[config.mk]
export PLATFORM = sky130hd
export DESIGN_NAME = conv_sched
export DESIGN_NICKNAME = d
export VERILOG_FILES = /design/src/rtl/conv_sched.sv
export SDC_FILE = /design/constraint.sdc
export NUM_CORES = 1
export LEC_CHECK = 0
export ABC_AREA = 1
export CAP_MARGIN = 20
export CORE_UTILIZATION = 47
export CTS_CLUSTER_DIAMETER = 50
export CTS_CLUSTER_SIZE = 14
export DETAILED_ROUTE_END_ITERATION = 8
export PLACE_DENSITY = 0.83
export SLEW_MARGIN = 0
export SYNTH_ARGS = -nofsm -noshare
export SYNTH_HDL_FRONTEND = slang
export SYNTH_SLANG_ARGS = --single-unit
[constraint.sdc]
create_clock -name clk -period 1.81 [get_ports clk]
set_input_delay 0.181 -clock clk [delete_from_list [all_inputs] [get_ports clk]]
set_output_delay 0.181 -clock clk [all_outputs]
set_load 0.05 [all_outputs]
[src/rtl/conv_sched.sv]
// conv_sched: shares one convolution engine among NREQ requesters.
//
// A round-robin arbiter picks a requester while IDLE. Its filter is latched
// into eng_filter and its grant is held through LOAD, RUN and DONE. The engine
// is held in reset during IDLE and LOAD. RUN lasts until the engine reports
// completion or TIMEOUT cycles elapse. DONE is a single cycle that pulses
// ack or err at the granted requester's bit.
//
// Ports
//   clk         in   clock, rising edge
//   reset       in   synchronous, active-high reset
//   req         in   [NREQ]          per-requester job request (level)
//   req_filter  in   [NREQ*KSIZE^2]  per-requester filters, slice i at i*KSIZE^2
//   gnt         out  [NREQ]          one-hot grant, held for the whole job
//   ack         out  [NREQ]          one-cycle completion pulse
//   err         out  [NREQ]          one-cycle timeout pulse
//   cur_id      out  [IW]            granted requester index, 0 when idle
//   busy        out                  high in every state except IDLE
//   eng_reset   out                  synchronous reset to the engine
//   eng_filter  out  [KSIZE^2]       filter latched for the current job
//   eng_done    in                   engine completion level
module conv_sched #(
    parameter int NREQ    = 4,
    parameter int KSIZE   = 3,
    parameter int TIMEOUT = 1024,
    localparam int FW = KSIZE * KSIZE,
    localparam int IW = (NREQ > 1) ? $clog2(NREQ) : 1,
    localparam int CW = $clog2(TIMEOUT + 1)
) (
    input  logic               clk,
    input  logic               reset,
    input  logic [NREQ-1:0]    req,
    input  logic [NREQ*FW-1:0] req_filter,
    output logic [NREQ-1:0]    gnt,
    output logic [NREQ-1:0]    ack,
    output logic [NREQ-1:0]    err,
    output logic [IW-1:0]      cur_id,
    output logic               busy,
    output logic               eng_reset,
    output logic [FW-1:0]      eng_filter,
    input  logic               eng_done
);

    typedef enum logic [1:0] {
        S_IDLE = 2'd0,
        S_LOAD = 2'd1,
        S_RUN  = 2'd2,
        S_DONE = 2'd3
    } state_t;

    state_t          r_state;
    state_t          w_next;

    logic [NREQ-1:0] r_gnt;
    logic [IW-1:0]   r_cur_id;
    logic [IW-1:0]   r_last_id;
    logic [FW-1:0]   r_eng_filter;
    logic [CW-1:0]   r_cnt;
    logic            r_ack_flag;
    logic            r_err_flag;

    logic            w_found;
    logic [IW-1:0]   w_win_id;
    logic [NREQ-1:0] w_win_onehot;
    int              w_idx;
    logic            w_done_ok;
    logic            w_timeout;

    // Round-robin search starting just after the last winner.
    always_comb begin
        w_found  = 1'b0;
        w_win_id = '0;
        w_idx    = 0;
        for (int k = 1; k <= NREQ; k++) begin
            w_idx = int'(r_last_id) + k;
            if (w_idx >= NREQ) begin
                w_idx = w_idx - NREQ;
            end
            if (!w_found && req[w_idx]) begin
                w_found  = 1'b1;
                w_win_id = IW'(w_idx);
            end
        end
    end

    assign w_win_onehot = NREQ'(1) << w_win_id;

    // State register
    always_ff @(posedge clk) begin
        if (reset) begin
            r_state <= S_IDLE;
        end else begin
            r_state <= w_next;
        end
    end

    // Next-state logic and state-decoded outputs
    always_comb begin
        w_next    = r_state;
        w_done_ok = 1'b0;
        w_timeout = 1'b0;
        eng_reset = 1'b0;
        busy      = 1'b1;
        ack       = '0;
        err       = '0;
        case (r_state)
            S_IDLE: begin
                eng_reset = 1'b1;
                busy      = 1'b0;
                if (w_found) begin
                    w_next = S_LOAD;
                end
            end
            S_LOAD: begin
                // eng_done may still reflect the previous job here.
                eng_reset = 1'b1;
                w_next    = S_RUN;
            end
            S_RUN: begin
                // Completion takes priority over a coincident timeout.
                if (eng_done) begin
                    w_next    = S_DONE;
                    w_done_ok = 1'b1;
                end else if (r_cnt == CW'(TIMEOUT - 1)) begin
                    w_next    = S_DONE;
                    w_timeout = 1'b1;
                end
            end
            S_DONE: begin
                // r_gnt is one-hot of cur_id for the whole job.
                if (r_ack_flag) begin
                    ack = r_gnt;
                end
                if (r_err_flag) begin
                    err = r_gnt;
                end
                w_next = S_IDLE;
            end
            default: begin
                w_next = S_IDLE;
            end
        endcase
    end

    // Job bookkeeping
    always_ff @(posedge clk) begin
        if (reset) begin
            r_gnt        <= '0;
            r_cur_id     <= '0;
            r_last_id    <= IW'(NREQ - 1);
            r_eng_filter <= '0;
            r_cnt        <= '0;
            r_ack_flag   <= 1'b0;
            r_err_flag   <= 1'b0;
        end else begin
            case (r_state)
                S_IDLE: begin
                    r_ack_flag <= 1'b0;
                    r_err_flag <= 1'b0;
                    if (w_found) begin
                        r_gnt        <= w_win_onehot;
                        r_cur_id     <= w_win_id;
                        r_last_id    <= w_win_id;
                        r_eng_filter <= req_filter[w_win_id * FW +: FW];
                    end
                end
                S_LOAD: begin
                    r_cnt <= '0;
                end
                S_RUN: begin
                    r_cnt      <= r_cnt + CW'(1);
                    r_ack_flag <= w_done_ok;
                    r_err_flag <= w_timeout;
                end
                S_DONE: begin
                    r_gnt      <= '0;
                    r_cur_id   <= '0;
                    r_ack_flag <= 1'b0;
                    r_err_flag <= 1'b0;
                end
                default: begin
                    r_gnt <= '0;
                end
            endcase
        end
    end

    assign gnt        = r_gnt;
    assign cur_id     = r_cur_id;
    assign eng_filter = r_eng_filter;

endmodule

==> results by group, run 1 <==
Routing
  – Via count: ~2500
  – Top Layer Used: met4
  – Post-route ant nets: 0
  – Met2 wire length: between 2 and 3 mm
  – Met3 wire len: around 350 um
  – Routed length per placed instance: about 12 um
  – Detail-routed via count per cell: 5.03
  – Wirelength, routed: roughly 6 mm
  – 1st-pass router iterations: 4
  – WL met1: roughly 2.6 mm
  – Drc violations: 0
  – First DRT Iteration DRCs: approximately 190

STA
  – RSZ-0062 raised after global routing: yes
  – Setup violators final: 0
  – Fin. max-slew vios: 0
  – Maximum clock frequency: 558 MHz
  – Fin crit share: 0.989
  – Hold Vio Cnt, Final: 0
  – Slew HR: 0.648
  – Setup TNS: 0 ns
  – Least-Margin Pin Slew: between 0.5 and 0.6 ns
  – Crit path time final: 1.79 ns
  – Clk_skew: about 0.0073 ns

Min path
  – Worst hold path type: reg -> reg
  – Min-Delay Path Depth: 2

Global routing
  – Global route overflow: 0
  – Vias in the first global route: approximately 2300
  – First-pass GRT wire length: around 9.6 mm
  – Initial antenna violation count: 0
  – All-Layer GR Usage: 0.241
  – Largest net degree at the start of global routing: 22

Finish
  – Area growth syn-to-layout: 55.0%
  – Share of post-route cells with drive strength above 1: 0.174
  – Most frequent cells in the layout: 71 x nand2_1, 69 x inv_1, 57 x clkdlybuf4s50_1
  – Layout Nets: 485
  – Most common cell after layout, fill and taps aside: nand2_1
  – Final Non-Filler Cells: around 490
  – Final Util: 0.761
  – Diodes inserted: 0

Synth
  – Mean post-synth cell area: ~6.0 um2
  – Mapped Nets: ~400
  – Synthesis Warnings: 0
  – Post-Syn Instances: approximately 360
  – Sequential share of the synthesized area: 0.298
  – Post-Synthesis Cell Area: between 0.002 and 0.0025 mm2
  – #FFs+latches synth: 32
  – Number of distinct library cells after synthesis: 27

Flow run
  – Max capacitance violation total: 0

Clock network
  – H-tree levels: 2
  – Clock root buffer: clkbuf_8
  – Worst-skew pair later-pin latency: 0.29 ns
  – CTS Sinks: 32
  – Worst-path clk slew: approximately 0.07 ns
  – TritonCTS clock tree: built
  – Longest Clk Path Bufs: 2
  – Num CTS Buffers: 5

Power
  – Net Sw Frac: 0.495
  – Total power: between 6000 and 7000 uW
  – Cell internal pwr: 3280 uW
  – Sequential share of power: 0.162
  – Sw power: about 3200 uW
  – VDD IR-drop max: 0.00102 V
  – Lkg Pwr: about 0.0016 uW
  – Clock share of power: 0.105
  – Comb power frac: 0.733
  – Power Density: between 1500 and 2000 mW/mm2

Worst setup path
  – Worst setup EP type: flip-flop
  – Worst setup path class: reg -> reg
  – Crit start category: flip-flop
  – Worst r2r path cells: 15
  – Worst-path maximum fanout: 9
  – Critical Path RT: 2.00 ns
  – WP data arrival: slightly below 2 ns

Floorplan
  – Die Area: around 0.0049 mm2
  – Cell Rows: 24
  – Starting density of the core: 0.491
  – Die height: between 60 and 70 um
  – Core ar.: approximately 0.0044 mm2
  – DIE WIDTH: roughly 70 um
  – I/O pins: 68

Placement
  – PortBufs: 67
  – HPWL Detailed: between 4 and 5 mm
  – Placed Cells: roughly 480
  – Final GP Congestion: between 0.8 and 0.9

Status
  – Status: complete, no violations
power groups by stage:
stage          sequential, uW  clock [uW]  combinational [uW]
6_report                 1050         682                4750
2_1_floorplan            1470           0                2350
3_3_place_gp             1040           0                4030
5_1_grt                  1070         730                5150
4_1_cts                  1040         684                4190
3_5_place_dp             1040           0                4100
layer usage:
layer,up-vias,global-route usage
met2,98,0.414
met1,1090,0.296
met5,-,0
met3,11,0.0509
li1,1261,-
met4,0,0.0867
path summary, 6_finish.rpt:
kind                             startpoint                         end  slack (ns)
hold reg to reg      cur_id[0]$_SDFFE_PP0P_      cur_id[0]$_SDFFE_PP0P_        0.46
setup reg to reg  r_last_id[0]$_SDFFE_PP1P_  eng_filter[7]$_SDFFE_PP0P_        0.02
setup / recovery  r_last_id[0]$_SDFFE_PP1P_  eng_filter[7]$_SDFFE_PP0P_        0.02
hold / removal       cur_id[0]$_SDFFE_PP0P_      cur_id[0]$_SDFFE_PP0P_        0.46
kinds of logic (layout without fill, tap and decap cells):
family,count (synthesis),count (layout),share of synthesized area
simple gates,191,191,0.394
flops,32,32,0.298
fa+ha+maj,6,6,0.0349
buf+inv,88,169,0.175
compound gates,39,39,0.0988
through the flow:
stage | hold WS (ns) | instance area [um2] | setup WS, ns
after floorplan | 0.329 | 2150 | 0.150
after global placement | 0.433 | 3060 | -0.129
after detailed placement | 0.456 | 3060 | -0.183
after CTS | 0.467 | 3190 | 0.00939
after global routing | 0.477 | 3340 | -0.0848
final | 0.464 | 3340 | 0.0194
sequential cells by signal, summed over array words and instances (netlist names):
signal,cells
r_state,2
r_ack_flag,1
cur_id,2
gnt,4
eng_filter,9
r_last_id,2
r_err_flag,1
r_cnt,11
cell usage after synthesis (all sizes together):
cell	n	area, um2
clkbuf	2	7.51
nand3b	2	18.8
nand2	85	339
a21oi	23	126
nor3b	1	7.51
dfxtp	32	641
nand4	3	18.8
o21ai	15	78.8
or2	1	6.26
buf	13	87.6
nand3	59	295
nor2	36	140
ha	6	75.1
nor3	3	15.0
and3	1	6.26
a211oi	1	7.51
inv	73	282
timing repair:
| item | in CTS | in global routing |
|---|---|---|
| endpoints found under the setup margin | 14 | 26 |
| hold buffers | 0 | 0 |
| buffers inserted | 0 | 2 |
| pin swaps | 0 | 4 |
| gates cloned | 0 | 3 |
| resized for setup | 4 | 27 |
critical path: stages (launching register included):
cell and delay (ns):
dfxtp_2 0.34, buf_12 0.13, inv_8 0.05, nand2_2 0.06
nand2_1 0.07, nand2_1 0.07, nand2_1 0.10, nor2_4 0.14
nand3b_4 0.15, nand2_4 0.13, buf_4 0.15, nand2_1 0.06
nand3_1 0.06, nand3_1 0.10, nand2_1 0.07, inv_1 0.03
area by class of cell:
class / count / area (um2)
clock buffer: 6 / 72.6
clock inverter: 2 / 35.0
fill: 318 / 1050
inverter: 73 / 284
multi-input combinational: 236 / 1230
sequential: 32 / 644
tap: 52 / 65.1
timing repair buffer: 88 / 1000
No activity file was read; power rests on OpenSTA's default activity.
==> run 2: changes to the inputs <==
- CTS_CLUSTER_DIAMETER: 50 -> not set
- SLEW_MARGIN: 0 -> 20
==> results of run 2 <==
No change in the layout: final DEF, timing and power equal those of run 1.
==> run 3: changes to the inputs <==
- SKIP_LAST_GASP: not set -> 1
==> results by group, run 3 (synthesis results as in run 1) <==
Routing
  – First DRT Iteration DRCs: 220
  – Met2 wire length: 3.45 mm
  – 1st-pass router iterations: 5
  – Top Layer Used: met4
  – Routed length per placed instance: between 10 and 15 um
  – Post-route ant nets: 0
  – WL met1: around 2.7 mm
  – Wirelength, routed: between 6 and 7 mm
  – Met3 wire len: around 530 um
  – Drc violations: 0
  – Via count: roughly 2600
  – Detail-routed via count per cell: roughly 5.3

Min path
  – Worst hold path type: reg -> reg
  – Startpoint of the worst hold path: r_cnt[7]$_SDFFE_PP0P_

STA
  – Slew HR: 0.645
  – Maximum clock frequency: roughly 520 MHz
  – Setup ws final: -0.105 ns
  – Crit path time final: between 1.5 and 2 ns
  – Fin crit share: 1.06
  – Fin. max-slew vios: 0
  – Clk_skew: 0.0106 ns
  – Hold Vio Cnt, Final: 0
  – Setup violators final: 17
  – Setup TNS: -0.587 ns
  – RSZ-0062 raised after global routing: yes
  – Least-Margin Pin Slew: about 0.53 ns

Power
  – Sequential share of power: 0.151
  – Cell internal pwr: approximately 3500 uW
  – Comb power frac: 0.752
  – Power Density: around 2000 mW/mm2
  – Lkg Pwr: between 0.0015 and 0.002 uW
  – Net Sw Frac: 0.499
  – Total power: 7080 uW
  – Clock share of power: 0.097
  – Sw power: around 3500 uW
  – VDD IR-drop max: about 0.0012 V

Floorplan
  – Die Area: a little under 0.005 mm2
  – Cell Rows: 24
  – DIE WIDTH: 69.7 um
  – Core ar.: about 0.0044 mm2
  – I/O pins: between 60 and 70
  – Die height: roughly 70 um
  – Starting density of the core: 0.491

Placement
  – Worst slack, placed: -0.183 ns
  – Final GP Congestion: between 0.8 and 0.9
  – PortBufs: 67
  – HPWL Detailed: between 4 and 5 mm

Clock network
  – CTS Sinks: 32
  – TritonCTS clock tree: built
  – Worst-skew pair later-pin latency: approximately 0.29 ns
  – H-tree levels: 2
  – Clock root buffer: clkbuf_8
  – Longest Clk Path Bufs: 2
  – Num CTS Buffers: 5
  – Worst-path clk slew: approximately 0.070 ns

Finish
  – Diodes inserted: 0
  – Final Util: 0.794
  – Share of post-route cells with drive strength above 1: 0.213
  – Area growth syn-to-layout: 61.7%
  – Most frequent cells in the layout: 69 x inv_1, 63 x nand2_1, 57 x clkdlybuf4s50_1
  – Layout Nets: approximately 490
  – Combined area of the multi-input logic cells: ~0.0013 mm2
  – Max FFs per register: 11
  – Largest Register: r_cnt
  – Register area: approximately 650 um2
  – Most common cell after layout, fill and taps aside: inv_1
  – FILL cells: ~290

Global routing
  – Vias in the first global route: 2263
  – First-pass GRT wire length: 9.47 mm
  – Largest net degree at the start of global routing: 22
  – Global route overflow: 0
  – All-Layer GR Usage: 0.238
  – Initial antenna violation count: 0

Worst setup path
  – Reg2reg start: r_last_id[0]$_SDFFE_PP1P_
  – Crit start category: flip-flop
  – Critical Path RT: around 2 ns
  – WP data arrival: about 2.1 ns
  – Worst setup path class: reg -> reg
  – FF-to-FF setup slack: -0.11 ns
  – Worst setup EP type: flip-flop
  – CP startpoint: r_last_id[0]$_SDFFE_PP1P_
  – Worst-path maximum fanout: 11

Flow run
  – Max capacitance violation total: 0

Status
  – Failing checks: setup timing
  – Status: finished with violations
run 3: changes by cell type in the layout (fill, tap and decap cells not counted), moves of 2 or more:
cell / change
nand2_1: -8
nand2_2: +5
nand3_1: -4
nand3_2: +4
nor2_1: -4
nand2_4: +3
nor2_2: +3
buf_6: +2
clkbuf_16: +2
run 3: critical path, stage by stage (launching register included):
cell	delay, ns
dfxtp_4	0.37
buf_12	0.12
clkinv_8	0.07
nand2_1	0.08
nand2_1	0.06
o21ai_1	0.22
nand3b_4	0.25
buf_4	0.20
nand3_1	0.11
nand3_1	0.14
nand3_1	0.09
nand2_1	0.07
inv_1	0.04
run 3: metrics by stage:
step	hold WS, ns	cells	instance area [um2]
floorplan	0.329	356	2150
global placement	0.433	476	3060
detailed placement	0.456	476	3060
CTS	0.467	484	3180
global route	0.486	493	3480
finish	0.463	493	3480
run 3: routing by layer:
metal,track usage,vias up
met3,0.0509,24
met2,0.409,151
met5,0,-
met4,0.0822,0
li1,-,1273
met1,0.295,1162
run 3: repair_timing:
action                     CTS  global route
setup buffers                0             3
pin swaps                    0            18
resized for setup            3            50
hold buffers                 0             0
setup endpoints to repair   14            26
cloned                       0             6
run 3: worst paths after layout:
| path | to | cells after the start |
|---|---|---|
| worst max-delay path | eng_filter[3]$_SDFFE_PP0P_ | 12 |
| worst min-delay path | r_cnt[7]$_SDFFE_PP0P_ | 2 |
| worst max register to register | eng_filter[3]$_SDFFE_PP0P_ | 12 |
| worst min register to register | r_cnt[7]$_SDFFE_PP0P_ | 2 |
run 3: layout make-up:
cell class	instances	area share
clock inverter	2	0.0101
tap	52	0.0187
sequential	32	0.186
timing repair buffer	92	0.309
clock buffer	6	0.0208
inverter	73	0.0830
multi-input combinational	236	0.372
run 3: power groups by stage:
stage               Sequential, uW  Clock (uW)  Combinational, uW
detailed placement            1040           0               4100
global placement              1040           0               4030
finish                        1070         689               5320
global route                  1080         729               5680
floorplan                     1470           0               2350
CTS                           1040         684               4180
